**src/rtl/ls_pkg.sv**
```systemverilog
// Shared types and constants for the load/store sequencer.
package ls_pkg;

  typedef enum logic [1:0] {
    ST_IDLE = 2'd0,
    ST_REQ  = 2'd1,
    ST_DONE = 2'd2
  } ls_state_e;

  localparam logic [3:0] BE_WORD  = 4'hF;
  localparam logic [3:0] BE_LANE0 = 4'b0001;
  localparam logic [3:0] BE_LANE1 = 4'b0010;
  localparam logic [3:0] BE_LANE2 = 4'b0100;
  localparam logic [3:0] BE_LANE3 = 4'b1000;

  localparam int unsigned CNT_W = $clog2(256);

  // Access fields latched when a load/store is accepted
  typedef struct packed {
    logic        load;
    logic        byte_acc;
    logic        wb;
    logic [3:0]  rn;
    logic [3:0]  rd;
    logic [1:0]  ea_lo;
    logic [31:0] sum;
  } ls_acc_t;

  // One-hot byte enable for a byte lane
  function automatic logic [3:0] lane_be(input logic [1:0] lo);
    logic [3:0] be;
    unique case (lo)
      2'd0: be = BE_LANE0;
      2'd1: be = BE_LANE1;
      2'd2: be = BE_LANE2;
      default: be = BE_LANE3;
    endcase
    return be;
  endfunction

endpackage

```
**src/rtl/ls_lane_align.sv**
```systemverilog
// Byte-lane steering: store replication/enables and load extraction.
module ls_lane_align
  import ls_pkg::*;
(
  input  logic [1:0]  addr_lo,
  input  logic        byte_acc,
  input  logic [31:0] sdata,
  input  logic [31:0] rdata,
  output logic [3:0]  be,
  output logic [31:0] wdata,
  output logic [31:0] ldata
);

  // Word accesses pass straight through; byte accesses use the addressed lane
  always_comb begin
    be    = BE_WORD;
    wdata = sdata;
    ldata = rdata;
    if (byte_acc) begin
      be    = lane_be(addr_lo);
      wdata = {4{sdata[7:0]}};
      unique case (addr_lo)
        2'd0: ldata = {24'd0, rdata[7:0]};
        2'd1: ldata = {24'd0, rdata[15:8]};
        2'd2: ldata = {24'd0, rdata[23:16]};
        default: ldata = {24'd0, rdata[31:24]};
      endcase
    end
  end

endmodule

```
**src/rtl/ls_sequencer.sv**
```systemverilog
// Sequenced load/store: address generation, memory handshake, writeback.
module ls_sequencer
  import ls_pkg::*;
#(
  parameter int unsigned TIMEOUT = 16
) (
  input  logic        clk,
  input  logic        rst,
  input  logic        ls_valid,
  input  logic        ls_load,
  input  logic        ls_pre,
  input  logic        ls_up,
  input  logic        ls_wb,
  input  logic        ls_byte,
  input  logic [31:0] ls_base,
  input  logic [31:0] ls_offset,
  input  logic [3:0]  ls_rn,
  input  logic [3:0]  ls_rd,
  input  logic [31:0] ls_sdata,
  output logic        stall,
  output logic        mem_req,
  output logic        mem_wr,
  output logic [31:0] mem_addr,
  output logic [31:0] mem_wdata,
  output logic [3:0]  mem_be,
  input  logic        mem_ack,
  input  logic [31:0] mem_rdata,
  output logic        rd_we,
  output logic [3:0]  rd_waddr,
  output logic [31:0] rd_wdata,
  output logic        rn_we,
  output logic [3:0]  rn_waddr,
  output logic [31:0] rn_wdata,
  output logic        ls_err
);

  localparam logic [CNT_W-1:0] CNT_LAST = CNT_W'(TIMEOUT - 1);

  ls_state_e        state_q, state_n;
  ls_acc_t          acc_q, acc_n;
  logic [CNT_W-1:0] cnt_q, cnt_n;

  logic [31:0] sum_c, ea_c;
  logic [1:0]  align_lo;
  logic        align_byte;
  logic [3:0]  align_be;
  logic [31:0] align_wdata, align_ldata;

  logic        mem_req_n, mem_wr_n;
  logic [31:0] mem_addr_n, mem_wdata_n;
  logic [3:0]  mem_be_n;
  logic        rd_we_n, rn_we_n, ls_err_n;
  logic [3:0]  rd_waddr_n, rn_waddr_n;
  logic [31:0] rd_wdata_n, rn_wdata_n;

  // Indexed sum (wraps mod 2^32) and effective address of the presented access
  always_comb begin
    sum_c = ls_up ? (ls_base + ls_offset) : (ls_base - ls_offset);
    ea_c  = ls_pre ? sum_c : ls_base;
  end

  // Lane steering sees live operands in IDLE and the latched access afterwards
  assign align_lo   = (state_q == ST_IDLE) ? ea_c[1:0] : acc_q.ea_lo;
  assign align_byte = (state_q == ST_IDLE) ? ls_byte : acc_q.byte_acc;

  ls_lane_align u_align (
    .addr_lo  (align_lo),
    .byte_acc (align_byte),
    .sdata    (ls_sdata),
    .rdata    (mem_rdata),
    .be       (align_be),
    .wdata    (align_wdata),
    .ldata    (align_ldata)
  );

  // Hold fetch/decode while an access is being accepted or is outstanding
  assign stall = ((state_q == ST_IDLE) && ls_valid) || (state_q == ST_REQ);

  // Next state, latched access and next values of the registered outputs
  always_comb begin
    state_n     = state_q;
    acc_n       = acc_q;
    cnt_n       = cnt_q;
    mem_req_n   = 1'b0;
    mem_wr_n    = 1'b0;
    mem_be_n    = 4'h0;
    mem_addr_n  = mem_addr;
    mem_wdata_n = mem_wdata;
    rd_we_n     = 1'b0;
    rn_we_n     = 1'b0;
    ls_err_n    = 1'b0;
    rd_waddr_n  = rd_waddr;
    rd_wdata_n  = rd_wdata;
    rn_waddr_n  = rn_waddr;
    rn_wdata_n  = rn_wdata;

    unique case (state_q)
      ST_IDLE: begin
        if (ls_valid) begin
          acc_n.load     = ls_load;
          acc_n.byte_acc = ls_byte;
          acc_n.wb       = !ls_pre || ls_wb;
          acc_n.rn       = ls_rn;
          acc_n.rd       = ls_rd;
          acc_n.ea_lo    = ea_c[1:0];
          acc_n.sum      = sum_c;
          if (!ls_byte && (ea_c[1:0] != 2'b00)) begin
            state_n  = ST_DONE;
            ls_err_n = 1'b1;
          end else begin
            state_n     = ST_REQ;
            cnt_n       = '0;
            mem_req_n   = 1'b1;
            mem_wr_n    = !ls_load;
            mem_addr_n  = {ea_c[31:2], 2'b00};
            mem_wdata_n = align_wdata;
            mem_be_n    = align_be;
          end
        end
      end
      ST_REQ: begin
        if (mem_ack) begin
          state_n    = ST_DONE;
          rn_waddr_n = acc_q.rn;
          rn_wdata_n = acc_q.sum;
          if (acc_q.load) begin
            rd_we_n    = 1'b1;
            rd_waddr_n = acc_q.rd;
            rd_wdata_n = align_ldata;
            rn_we_n    = acc_q.wb && (acc_q.rn != acc_q.rd);
          end else begin
            rn_we_n = acc_q.wb;
          end
        end else if (cnt_q == CNT_LAST) begin
          state_n  = ST_DONE;
          ls_err_n = 1'b1;
        end else begin
          cnt_n     = cnt_q + CNT_W'(1);
          mem_req_n = 1'b1;
          mem_wr_n  = mem_wr;
          mem_be_n  = mem_be;
        end
      end
      ST_DONE: begin
        state_n = ST_IDLE;
      end
      default: begin
        state_n = ST_IDLE;
      end
    endcase
  end

  // State, latched access, wait counter and output registers
  always_ff @(posedge clk) begin
    if (rst) begin
      state_q   <= ST_IDLE;
      acc_q     <= '0;
      cnt_q     <= '0;
      mem_req   <= 1'b0;
      mem_wr    <= 1'b0;
      mem_addr  <= 32'd0;
      mem_wdata <= 32'd0;
      mem_be    <= 4'h0;
      rd_we     <= 1'b0;
      rd_waddr  <= 4'd0;
      rd_wdata  <= 32'd0;
      rn_we     <= 1'b0;
      rn_waddr  <= 4'd0;
      rn_wdata  <= 32'd0;
      ls_err    <= 1'b0;
    end else begin
      state_q   <= state_n;
      acc_q     <= acc_n;
      cnt_q     <= cnt_n;
      mem_req   <= mem_req_n;
      mem_wr    <= mem_wr_n;
      mem_addr  <= mem_addr_n;
      mem_wdata <= mem_wdata_n;
      mem_be    <= mem_be_n;
      rd_we     <= rd_we_n;
      rd_waddr  <= rd_waddr_n;
      rd_wdata  <= rd_wdata_n;
      rn_we     <= rn_we_n;
      rn_waddr  <= rn_waddr_n;
      rn_wdata  <= rn_wdata_n;
      ls_err    <= ls_err_n;
    end
  end

endmodule

```
**config.mk**
```make
export PLATFORM = sky130hd
export DESIGN_NAME = ls_sequencer
export DESIGN_NICKNAME = d
export VERILOG_FILES = /design/src/rtl/ls_pkg.sv /design/src/rtl/ls_lane_align.sv /design/src/rtl/ls_sequencer.sv
export SDC_FILE = /design/constraint.sdc
export NUM_CORES = 1
export LEC_CHECK = 0
export ABC_CLOCK_PERIOD_IN_PS = 13600
export CAP_MARGIN = 5
export CORE_ASPECT_RATIO = 1.75
export CORE_MARGIN = 2
export CORE_UTILIZATION = 34
export CTS_BUF_LIST = sky130_fd_sc_hd__clkbuf_8 sky130_fd_sc_hd__clkbuf_16
export CTS_CLUSTER_SIZE = 10
export DETAILED_ROUTE_END_ITERATION = 10
export PLACE_DENSITY = 0.56
export SLEW_MARGIN = 20
export SYNTH_ARGS = -nofsm -noshare
export SYNTH_HDL_FRONTEND = slang
export SYNTH_SLANG_ARGS = --single-unit
```
**constraint.sdc**
```tcl
create_clock -name clk -period 13.6 [get_ports clk]
set_clock_uncertainty 0.15 [all_clocks]
set_input_delay 2.72 -clock clk [delete_from_list [all_inputs] [get_ports clk]]
set_output_delay 2.72 -clock clk [all_outputs]
set_load 0.02 [all_outputs]
```
==> reports/qor.yml <==
power:
  clockPowerShare: 0.311
  p_int_mw: 1.08
  combPwrFrac: 0.291
  vdd_drop_max_v: 0.0000916
  p_per_area_nw_per_um2: 115
  total_power_mw: 1.62
  power.leakage_nw: 5.14
  switching_share: 0.333
  power.switching_mw: 0.538
  sequentialPowerShare: 0.398
floorplanning:
  core.rowCount: 84
  die_w_um: 135
  initial_core_util: 0.343
  die_h_um: 234
  dieArea_um2: 31700
  num_io_pins: 291
  core-area_um2: 30000
place:
  dp_cells: 1893
  place_ws_ns: 6.08
  port_buffers: 288
  gp_congestion: 0.924
  hpwl_mm: 27.0
worst_hold_path:
  hp-class: "reg -> reg"
  hold-path-endpoint: "rn_wdata[20]"
  hp-start: "rn_wdata[20]"
  hold_depth: 2
global_route:
  grt.total_usage: 0.227
  grt_antenna_before_repair: 0
  grt_pass1_wl_mm: 55.7
  overflow: 0
  grt_max_degree: 72
  first_global_vias: 10047
critical_path:
  path_class: "in -> reg"
  cp_data_required_time_ns: 13.78
  cp-start-kind: "input pin"
  reg2regPathDepth: 8
  regToRegStartpoint: "state_q[1]"
  timing.rr.end: "mem_addr[23]"
  arrival_ns: 7.23
  path_max_fanout: 32
  worst-r2r-setup-slack_ns: 10.11
  critical_path.endpoint_type: "register"
clock_tree:
  cts_tree: "built"
  ctsHoldBuffers: 0
  cts_sinks: 198
  clk_latency_ns: 0.45
  htree_levels: 4
  cts_setup_buffers: 0
  cts_made_buffers: 17
  cts_buffer_depth: 2
  clk_pin_slew_ns: 0.07
  clockRootBuffer: "clkbuf_16"
  cts_resized: 0
logic_synthesis:
  synth_flop_cell: "dfxtp_1"
  yosys_warnings: 0
  yosysTopAreaCellShare: 0.385
  synth_area_um2: 10300
  synth.distinct_cells: 70
  yosysTopAreaCell: "dfxtp_1"
  synth_edf_count: 0
  ys_seq_area_frac: 0.385
  synth_area_per_cell_um2: 8.01
  synth_cells: 1285
  yosys-top-cells-area: "dfxtp_1 39%, nand2_1 8.2%, a21oi_1 7.6%"
  synth_seq_cells: 198
  async_flop_share: 0
detailed_routing:
  wl_per_cell_um: 19.0
  drt_pass1_iterations: 5
  viasPerCell: 5.29
  wl_mm: 36.5
  drt_iter0_drc: 573
  postRouteAntennaNets: 0
  routed-via-count: 10191
  drc_errors: 0
finish:
  instances_no_fill: 1925
  nNetsFinal: 1711
  area_delta_synth_final_pct: 36.8
  diodes: 0
  drive_above_1_share: 0.0546
sta:
  finalMaxSlewViolations: 0
  rsz0062_at_grt: "false"
  final.min_clock_period_ns: 7.05
  fin_tns_setup_ns: 0
  hold_viol_final: 0
  setup-violations-final: 0
  setup_ws_ns: 6.55
  max_freq_mhz: 142
  period_share: 0.519
  relSlewSlack: 0.363
  worstMarginPinSlew_ns: 0.954
  whs_ns: 0.305
status:
  status: "complete, no violations"
run:
  cap_violations: 0
[metrics by stage]
step                 util  cell area, um2
floorplan               -           10300
global placement    0.450           13500
detailed placement  0.451           13500
CTS                 0.470           14100
global route        0.470           14100
finish              0.470           14100
[sequential cells by signal, summed over array words and instances (netlist names), 8 cells and up]
register / flops
mem_addr: 30
rn_wdata: 32
mem_wdata: 32
acc_q: 45
rd_wdata: 32
cnt_q: 8
[cells in the mapped netlist, types with 15 or more instances]
library cell,n
a211oi_1,41
nor2_1,137
nor3_1,51
nand2_1,225
inv_1,16
mux2i_1,15
dfxtp_1,198
ha_1,40
xor2_1,41
clkbuf_1,60
a22oi_1,26
nand3_1,16
xnor2_1,26
o21ai_0,30
a21oi_1,157
[final cells by class]
type | instances | area, um2
Tap cell | 387 | 484
Timing Repair Buffer | 304 | 3020
Clock inverter | 14 | 126
Clock buffer | 18 | 439
Fill cell | 3072 | 15900
Inverter | 17 | 63.8
Multi-Input combinational cell | 987 | 5970
Sequential cell | 198 | 3960
[per-layer routing]
| layer | wire (um) | up-vias | GRT usage |
|---|---|---|---|
| met2 | 19700 | 329 | 0.435 |
| met3 | 1800 | 62 | 0.0337 |
| met1 | 13900 | 4782 | 0.245 |
| met4 | 1110 | 0 | 0.0957 |
| li1 | - | 5018 | - |
| met5 | 0 | - | 0 |
[power by group through the flow]
stage | clock network [mW] | logic (mW) | registers (mW)
3_5_place_dp | 0 | 0.470 | 0.656
5_1_grt | 0.539 | 0.513 | 0.647
4_1_cts | 0.519 | 0.472 | 0.643
6_report | 0.503 | 0.471 | 0.642
2_1_floorplan | 0 | 0.259 | 0.678
3_3_place_gp | 0 | 0.466 | 0.655
[critical path, cell delays in order]
cell and delay (ns):
clkdlybuf4s50_1 0.60, inv_1 0.08, ha_1 0.31, mux2_2 0.33, fa_1 0.57, nor2_1 0.05, a211oi_1 0.73, nand2b_2 0.65
buf_4 0.52, nor2_1 0.17, a2111oi_0 0.46
[worst max path at each step]
stage                             from      endpoint  slack (ns)  cells past startpoint
after floorplan           ls_offset[5]     acc_q[31]        7.27                     15
after global placement    ls_offset[0]  mem_addr[22]        6.17                     11
after detailed placement  ls_offset[0]  mem_addr[28]        6.08                     11
after CTS                 ls_offset[0]  mem_addr[28]        6.55                     11
after global routing      ls_offset[4]  mem_addr[31]        6.29                     15
final                     ls_offset[0]  mem_addr[28]        6.55                     11
[cells by family (layout without fill, tap and decap cells)]
family / count (synthesis) / count (layout) / share of synthesized area
and+or+nand+nor: 507 / 507 / 0.218
AOI/OAI and AO/OA: 345 / 345 / 0.216
DFF: 198 / 198 / 0.385
buffers and inverters: 101 / 353 / 0.0387
xor gates and xnor gates: 67 / 67 / 0.0570
adders and majority gates: 41 / 41 / 0.0506
muxes: 25 / 25 / 0.0343
other: 1 / 2 / 0.000365
[cell usage in the layout (no fill, tap or decap), types with 7 or more instances in the layout]
cell type,n
a211oi_1,41
a21o_1,13
a21oi_1,157
a22oi_1,26
a311oi_1,8
and2_1,11
buf_4,15
clkbuf_16,17
clkdlybuf4s50_1,287
dfxtp_1,198
ha_1,40
inv_1,17
mux2i_1,14
mux4_2,8
nand2_1,223
nand3_1,16
nand4_1,11
nor2_1,136
nor3_1,51
nor4_1,7
o21ai_0,28
o21ai_1,9
or3_1,11
xnor2_1,26
xor2_1,41
No activity file was read; power rests on OpenSTA's default activity.
